<file path="src/rtl/mem_bus_arbiter_pkg.sv">
// Shared memory-request types for the bus arbiter and the mem stage.
package mem_bus_arbiter_pkg;

  localparam logic MEMREQ_READ  = 1'b0;
  localparam logic MEMREQ_WRITE = 1'b1;

  typedef struct packed {
    logic        mode;
    logic [31:0] addr;
    logic [31:0] wdata;
    logic [3:0]  wstrb;
  } memreq_t;

  typedef enum logic {
    ARB_IDLE = 1'b0,
    ARB_WAIT = 1'b1
  } arb_state_t;

endpackage

</file>
<file path="src/rtl/mem_bus_arbiter_rr_pick.sv">
// Combinational round-robin picker: first asserted request at or after ptr, wrapping.
module mem_bus_arbiter_rr_pick #(
  parameter int NUM_REQ = 3
) (
  input  logic [NUM_REQ-1:0] i_req,
  input  logic [1:0]         i_ptr,
  output logic               o_any,
  output logic [1:0]         o_idx
);

  logic [1:0] w_j;

  // Scan from the farthest offset down so the nearest candidate is written last.
  always_comb begin
    o_any = 1'b0;
    o_idx = 2'd0;
    w_j   = 2'd0;
    for (int k = NUM_REQ - 1; k >= 0; k--) begin
      w_j = 2'((int'(i_ptr) + k) % NUM_REQ);
      if (i_req[w_j]) begin
        o_any = 1'b1;
        o_idx = w_j;
      end
    end
  end

endmodule

</file>
<file path="src/rtl/mem_bus_arbiter.sv">
// Round-robin arbiter sharing one pulse-protocol memory bus among NUM_REQ requesters,
// with one pending slot per requester and a single outstanding downstream transaction.
module mem_bus_arbiter
  import mem_bus_arbiter_pkg::*;
#(
  parameter int NUM_REQ = 3
) (
  input  logic                  clk,
  input  logic                  rstn,
  input  logic [NUM_REQ-1:0]    s_request_enable,
  input  logic [NUM_REQ-1:0]    s_mode,
  input  logic [32*NUM_REQ-1:0] s_addr,
  input  logic [32*NUM_REQ-1:0] s_wdata,
  input  logic [4*NUM_REQ-1:0]  s_wstrb,
  output logic [NUM_REQ-1:0]    s_response_enable,
  output logic [31:0]           s_data,
  output logic                  m_request_enable,
  output logic                  m_mode,
  output logic [31:0]           m_addr,
  output logic [31:0]           m_wdata,
  output logic [3:0]            m_wstrb,
  input  logic                  m_response_enable,
  input  logic [31:0]           m_data,
  output logic [1:0]            grant_id,
  output logic                  busy,
  output logic                  proto_err
);

  localparam logic [NUM_REQ-1:0] ONE = NUM_REQ'(1);

  arb_state_t         r_state, w_state_nxt;
  logic [NUM_REQ-1:0] r_slot_vld;
  memreq_t            r_slot [NUM_REQ];
  logic [1:0]         r_ptr;

  memreq_t            w_live [NUM_REQ];
  memreq_t            w_win_req;
  logic [NUM_REQ-1:0] w_cand, w_cap, w_drop, w_clr;
  logic               w_any, w_issue, w_done;
  logic [1:0]         w_win;

  // Live pulses bypass the slots so an idle arbiter issues on the very next cycle.
  assign w_cand = r_slot_vld | s_request_enable;

  mem_bus_arbiter_rr_pick #(.NUM_REQ(NUM_REQ)) u_pick (
    .i_req (w_cand),
    .i_ptr (r_ptr),
    .o_any (w_any),
    .o_idx (w_win)
  );

  always_ff @(posedge clk) begin
    if (!rstn) r_state <= ARB_IDLE;
    else       r_state <= w_state_nxt;
  end

  always_comb begin
    w_state_nxt = r_state;
    w_issue     = 1'b0;
    w_done      = 1'b0;
    case (r_state)
      ARB_IDLE: if (w_any) begin
        w_issue     = 1'b1;
        w_state_nxt = ARB_WAIT;
      end
      ARB_WAIT: if (m_response_enable) begin
        w_done      = 1'b1;
        w_state_nxt = ARB_IDLE;
      end
    endcase
  end

  // A pulse is illegal if its slot is full or its owner is still waiting on the bus.
  always_comb begin
    for (int i = 0; i < NUM_REQ; i++) begin
      w_live[i].mode  = s_mode[i];
      w_live[i].addr  = s_addr[32*i +: 32];
      w_live[i].wdata = s_wdata[32*i +: 32];
      w_live[i].wstrb = s_wstrb[4*i +: 4];
      w_drop[i] = s_request_enable[i] &&
                  (r_slot_vld[i] || (r_state == ARB_WAIT && grant_id == 2'(i)));
      w_cap[i]  = s_request_enable[i] && !w_drop[i] && !(w_issue && w_win == 2'(i));
    end
    w_win_req = r_slot_vld[w_win] ? r_slot[w_win] : w_live[w_win];
    w_clr     = w_issue ? (ONE << w_win) : '0;
  end

  always_ff @(posedge clk) begin
    for (int i = 0; i < NUM_REQ; i++) begin
      if (w_cap[i]) r_slot[i] <= w_live[i];
    end
  end

  always_ff @(posedge clk) begin
    if (!rstn) begin
      r_slot_vld        <= '0;
      r_ptr             <= 2'd0;
      s_response_enable <= '0;
      s_data            <= '0;
      m_request_enable  <= 1'b0;
      m_mode            <= 1'b0;
      m_addr            <= '0;
      m_wdata           <= '0;
      m_wstrb           <= '0;
      grant_id          <= 2'd0;
      busy              <= 1'b0;
      proto_err         <= 1'b0;
    end else begin
      r_slot_vld        <= (r_slot_vld | w_cap) & ~w_clr;
      m_request_enable  <= w_issue;
      s_response_enable <= '0;
      if (|w_drop) proto_err <= 1'b1;
      if (w_issue) begin
        m_mode   <= w_win_req.mode;
        m_addr   <= w_win_req.addr;
        m_wdata  <= w_win_req.wdata;
        m_wstrb  <= w_win_req.wstrb;
        grant_id <= w_win;
        busy     <= 1'b1;
        r_ptr    <= (w_win == 2'(NUM_REQ - 1)) ? 2'd0 : w_win + 2'd1;
      end
      if (w_done) begin
        s_response_enable <= ONE << grant_id;
        s_data            <= m_data;
        busy              <= 1'b0;
      end
    end
  end

endmodule
</file>
<file path="config.mk">
export PLATFORM = sky130hd
export DESIGN_NAME = mem_bus_arbiter
export DESIGN_NICKNAME = d
export VERILOG_FILES = /design/src/rtl/mem_bus_arbiter_pkg.sv /design/src/rtl/mem_bus_arbiter_rr_pick.sv /design/src/rtl/mem_bus_arbiter.sv
export SDC_FILE = /design/constraint.sdc
export NUM_CORES = 1
export LEC_CHECK = 0
export ABC_AREA = 0
export BUFFER_PORTS_ARGS = -buffer_cell sky130_fd_sc_hd__buf_2
export CAP_MARGIN = 20
export CORE_UTILIZATION = 53
export CTS_BUF_LIST = sky130_fd_sc_hd__clkbuf_16
export CTS_CLUSTER_DIAMETER = 50
export DETAILED_ROUTE_END_ITERATION = 8
export GPL_TIMING_DRIVEN = 1
export PLACE_DENSITY_LB_ADDON = 0.2
export RECOVER_POWER = 100
export SYNTH_ARGS = -nofsm -noshare
export SYNTH_HDL_FRONTEND = slang
export SYNTH_SLANG_ARGS = --single-unit
</file>
<file path="constraint.sdc">
create_clock -name clk -period 8.1 [get_ports clk]
set_input_delay 0 -clock clk [delete_from_list [all_inputs] [get_ports clk]]
set_output_delay 0 -clock clk [all_outputs]
set_load 0.02 [all_outputs]
</file>
# Word level (Yosys, flattened, before mapping)
# Memory sizes are Yosys's and may differ from the RTL's.
# Cells that the tools add are included.
# totals
output_inout_bits	109
n_memories	1
romBits	0
mem_bits_rw	207
in_bits	245
ff_bits	115
latchBits	0
elab_cells	99
# mem_list
name	words	word_bits	read_ports	rd_ports_with_merged_regs	wr	line	rtl
r_slot	3	69	1	0	3	mem_bus_arbiter.sv:33	memreq_t r_slot [NUM_REQ];
# classes
eq_ne	4
magnitude_cmp	5
reduce_logical	29
shift	2
bitwise	7
multipliers	0
add_sub_neg	3
div	3
muxes	32
# op_table
cell	count
$mux W69	3
$bmux W69 S2	1
$mod A32 B3 Y32 const B	2
$mod A3 B3 Y32 const B	1
$mux W1	18
$logic_and A1 B1 Y1	15
$lt A2 B3 Y1 const B	4
$bmux W1 S2	4
$mux W2	4
$logic_not A1 Y1	6
$or A3 B3 Y3	2
$shl A1 B2 Y3 const A	2
$eq A2 B1 Y1 const B	2
$eq A2 B2 Y1 const B	2
$logic_not A2 Y1	2
$add A2 B1 Y3 const B	1
$add A2 B2 Y3 const B	1
$and A3 B3 Y3	1
$ge A3 B3 Y1 const B	1
$logic_or A1 B1 Y1	3
$mux W3	1
$not A2 Y3	1
$not A3 Y3	1
$reduce_or A3 Y1	1
other kinds (5)	6

# Logic depth before layout (Yosys ltp)
# logic_depth
depth_word	14
mapped_depth	13
mapped_depth_nobuf	9

# Modules after synthesis
# Synthesis repeated with hierarchy kept, for this count alone.
# unflattened
hier_cells	1065
area_unflattened_um2	13626.8
# modules_own_cells
mod	cells_per_inst	instances	seq_area_each_um2	area_each_um2
mem_bus_arbiter	1038	1	8518.2	13435.4
mem_bus_arbiter_rr_pick	27	1	0.0	191.4

# Worst setup path before layout
# Ideal clock, no wire load.
# synth_timing
path_type	register to register
startpoint	register r_ptr[0]
endpoint	memory r_slot[0][0] in the netlist's numbering, enable pin
setup_time_ps	595
arrival_time_ps	6706
required_ps	7505
synth_period_minus_slack_ps	7301
slack_ps	799
path_stages_with_launch	9
n_path_buf	0
cell_sequence	dfxtp_1 > inv_1 > ha_1 > or3b_1 > a2bb2oi_1 > a21oi_1 > nand2b_1 > nor4_1 > nor3b_1
# synth_rtl
element	line	rtl
start: declaration	mem_bus_arbiter.sv:34	logic [1:0] r_ptr;
start signal: assignment	mem_bus_arbiter.sv:120	r_ptr <= (w_win == 2'(NUM_REQ - 1)) ? 2'd0 : w_win + 2'd1;
end: declaration	mem_bus_arbiter.sv:33	

==> flow_summary_export.csv <==
group,metric,value,unit
yosys,synth_fp_nets,1544,
place,dp_cells,1895,
yosys,synth_top_area_cell,"edfxtp_1",
layout,fin_util,0.759,
timing,layout_setup_ws,2690,ps
worst_setup_path,start_kind,"flop",
pwr,p_per_area,370,nW/um^2
pwr,p_switching,2.74,mW
layout,multi_input_area,4530,um^2
clock_tree,cts_root_buf,"clkbuf_16",
layout,regArea,8520,um^2
clock_tree,cts_setup_buffers,0,
yosys,ys_ff_latch,322,
layout,syn2layout_area_growth,38.8,%
timing,rsz0062_at_grt,"false",
detailed_routing,routedWlPerCell,18.8,um
floorplan,start_util,0.547,
place,pre_cts_ws,4200,ps
floorplan,io_pins,354,
layout,nets,2114,
detailed_routing,firstDrtPassIters,6,
detailed_routing,via_count,12500,
worst_setup_path,crit_path_end_kind,"flop",
worst_setup_path,rrSetupSlack,2690,ps
pwr,internal_power,4.16,mW
pwr,p_sw_frac,0.397,
outcome,status,"finished, violations left",
job,cap_viol_max_count,6,
worst_setup_path,reg2reg_to,"r_slot[1][65]",
clock_tree,h-tree-depth,2,
layout,drive_gt1_frac,0.0697,
floorplan,dieHeight,161,um
grt,grt_max_degree,280,
yosys,seq_area_frac_synth,0.633,
yosys,netlist_area,13400,um^2
clock_tree,cts_sinks,322,
worst_setup_path,crit_required,8240,ps
yosys,yosys.area.top_type_share,0.462,
place,hpwl,21.1,mm
pwr,p_seq_frac,0.360,
pwr,power.total,6.91,mW
detailed_routing,drt_iter0_drc,1197,
detailed_routing,totalWireLength,41.7,mm
timing,final_max_slew_viol_count,238,
floorplan,die_w,161,um
clock_tree,cts_buffers,36,
pwr,power_frac_clock,0.218,
timing,fmax,185,MHz
timing,finalSetupTns,0,ps
layout,final_common_cell,"nand2_1",
layout,final_cells,2222,
pwr,p_leak,7.09,nW
place,place.gp.congestion,0.837,
timing,hold_viol_final,0,
timing,tightest_slew,3690,ps
worst_setup_path,crit_path_end,"r_slot[1][65]",
grt,grt_pass1_wl,64.0,mm
grt,first_global_vias,12300,
worst_setup_path,arrival,5550,ps
outcome,violations,"capacitance limit, slew limit",
worst_setup_path,r2r-start,"r_ptr[1]",
worst_setup_path,cp-startpoint,"r_ptr[1]",
timing,slew_headroom,-1.46,
clock_tree,clock_latency,520,ps
layout,final_cell_mix,"nand2_1 (348), clkbuf_1 (291), dlygate4sd3_1 (256), edfxtp_1 (207), nor2_1 (151)",
grt,gr-total-overflow,0,
floorplan,core_area,24600,um^2
timing,finClkSkew,17.9,ps
yosys,avgSynthCellArea,10.4,um^2
layout,nFillCells,1722,
pwr,peakVddDrop,0.311,mV
floorplan,dieArea,26000,um^2
clock_tree,cts_buffer_depth,3,
yosys,yosys-top-cells-area,"edfxtp_1 (46%), dfxtp_1 (17%), nand2_1 (9.7%)",
detailed_routing,ant_nets,0,
yosys,syn_inst,1296,
yosys,synth.distinct_cells,44,
grt,grt_use_total,0.313,
yosys,yosysWarningCount,0,
detailed_routing,drc,0,
worst_hold_path,worstHoldPathType,"input port to flop",
detailed_routing,avgViaCountPerCell,5.62,
worst_setup_path,crit_path_max_fanout,46,
yosys,synth_edf_count,207,
clock_tree,tritoncts,"done",
pwr,p_comb_frac,0.422,
yosys,synth_ff_type,"edfxtp_1",
clock_tree,clk_pin_slew,60,ps
place,portBuffers,353,
floorplan,rows,57,
timing,finalCriticalPeriod,5410,ps
grt,grt_antenna_before_repair,4,
worst_setup_path,reg2reg_depth,10,
timing,period_share,0.668,
yosys,synthArstFlopShare,0,
timing,finalSetupViolCount,0,
worst_setup_path,criticalPathCategory,"flop to flop",
synthesized netlist by cell type, types with 2 or more instances:
master	number
and2_1	2
nand2_1	349
nand3b_1	2
dfxtp_1	115
buf_1	2
and3_1	2
clkbuf_1	74
a21oi_1	8
o21bai_1	2
or3_1	3
buf_6	2
o21ai_0	5
a22o_1	32
a31oi_1	142
nor4_1	2
buf_4	6
a211oi_1	4
nor3_1	7
nor2b_1	2
inv_1	9
ha_1	3
mux2i_1	69
buf_2	7
edfxtp_1	207
nor2_1	152
o21ai_1	70
flip-flops by register name (all words and copies together), names as in the netlist:
signal	flops
s_data	32
r_slot	207
m_wstrb	4
m_wdata	32
m_mode	1
r_ptr	2
s_response_enable	3
r_state	1
m_request_enable	1
grant_id	2
r_slot_vld	3
busy	1
proto_err	1
m_addr	32
worst min-delay path by stage:
stage	start	to	cells after the start
floorplan	s_wstrb[0]	r_slot[0][0]	0
global placement	s_wstrb[0]	r_slot[0][0]	1
detailed placement	s_addr[43]	r_slot[1][47]	1
CTS	s_addr[50]	r_slot[1][54]	2
global route	s_addr[12]	r_slot[0][48]	2
finish	s_addr[1]	r_slot[0][37]	2
cell families after synthesis:
group,synth area share
AOI/OAI and AO/OA,0.128
adders and majority gates,0.00279
buffers and inverters,0.0327
DFF,0.633
muxes,0.0514
and+or+nand+nor,0.152
worst max-delay path: stages, from the launching register on:
cell	delay, ps
dfxtp_1	320
inv_1	70
ha_1	280
nor3_1	250
a211oi_1	120
nor4_1	400
nor2_1	230
inv_1	210
nor3_1	120
a21oi_1	2120
buf_4	820
timing repair:
action                                 in CTS  in global routing
endpoints found under the hold margin     316                  0
gates resized for setup                     0                  0
hold buffers                              256                  0
layer usage:
metal | track usage | routed length (um) | vias to the layer above | part of all wire
li1 | - | - | 5748 | -
met1 | 0.386 | 15800 | 5911 | 0.38
met2 | 0.533 | 20900 | 698 | 0.50
met3 | 0.0557 | 3300 | 141 | 0.079
met4 | 0.154 | 1790 | 0 | 0.043
met5 | 0 | 0 | - | 0
area by class of cell:
cell class / count / area share
diodes: 5 / 0.000670
clock buffers: 37 / 0.0496
clock inverters: 28 / 0.00878
inverters: 10 / 0.00201
multi-input cells: 872 / 0.243
flip-flops and latches: 322 / 0.456
well taps: 324 / 0.0217
repair buffers: 624 / 0.218
power groups by stage:
| stage | sequential, mW | combinational [mW] | clock, mW |
|---|---|---|---|
| after floorplan | 2.65 | 1.96 | 0 |
| final | 2.49 | 2.91 | 1.51 |
| after CTS | 2.45 | 2.96 | 1.52 |
| after detailed placement | 2.48 | 2.85 | 0 |
| after global routing | 2.53 | 3.18 | 1.59 |
| after global placement | 2.47 | 2.78 | 0 |
per-stage QoR:
step | instance area (um^2) | hold slack, ps
2_1_floorplan | 13400 | 98.9
3_3_place_gp | 15400 | 190
3_5_place_dp | 15400 | 192
4_1_cts | 19100 | 185
5_1_grt | 18700 | 195
6_report | 18700 | 209
(Power assumes the default switching activity.)
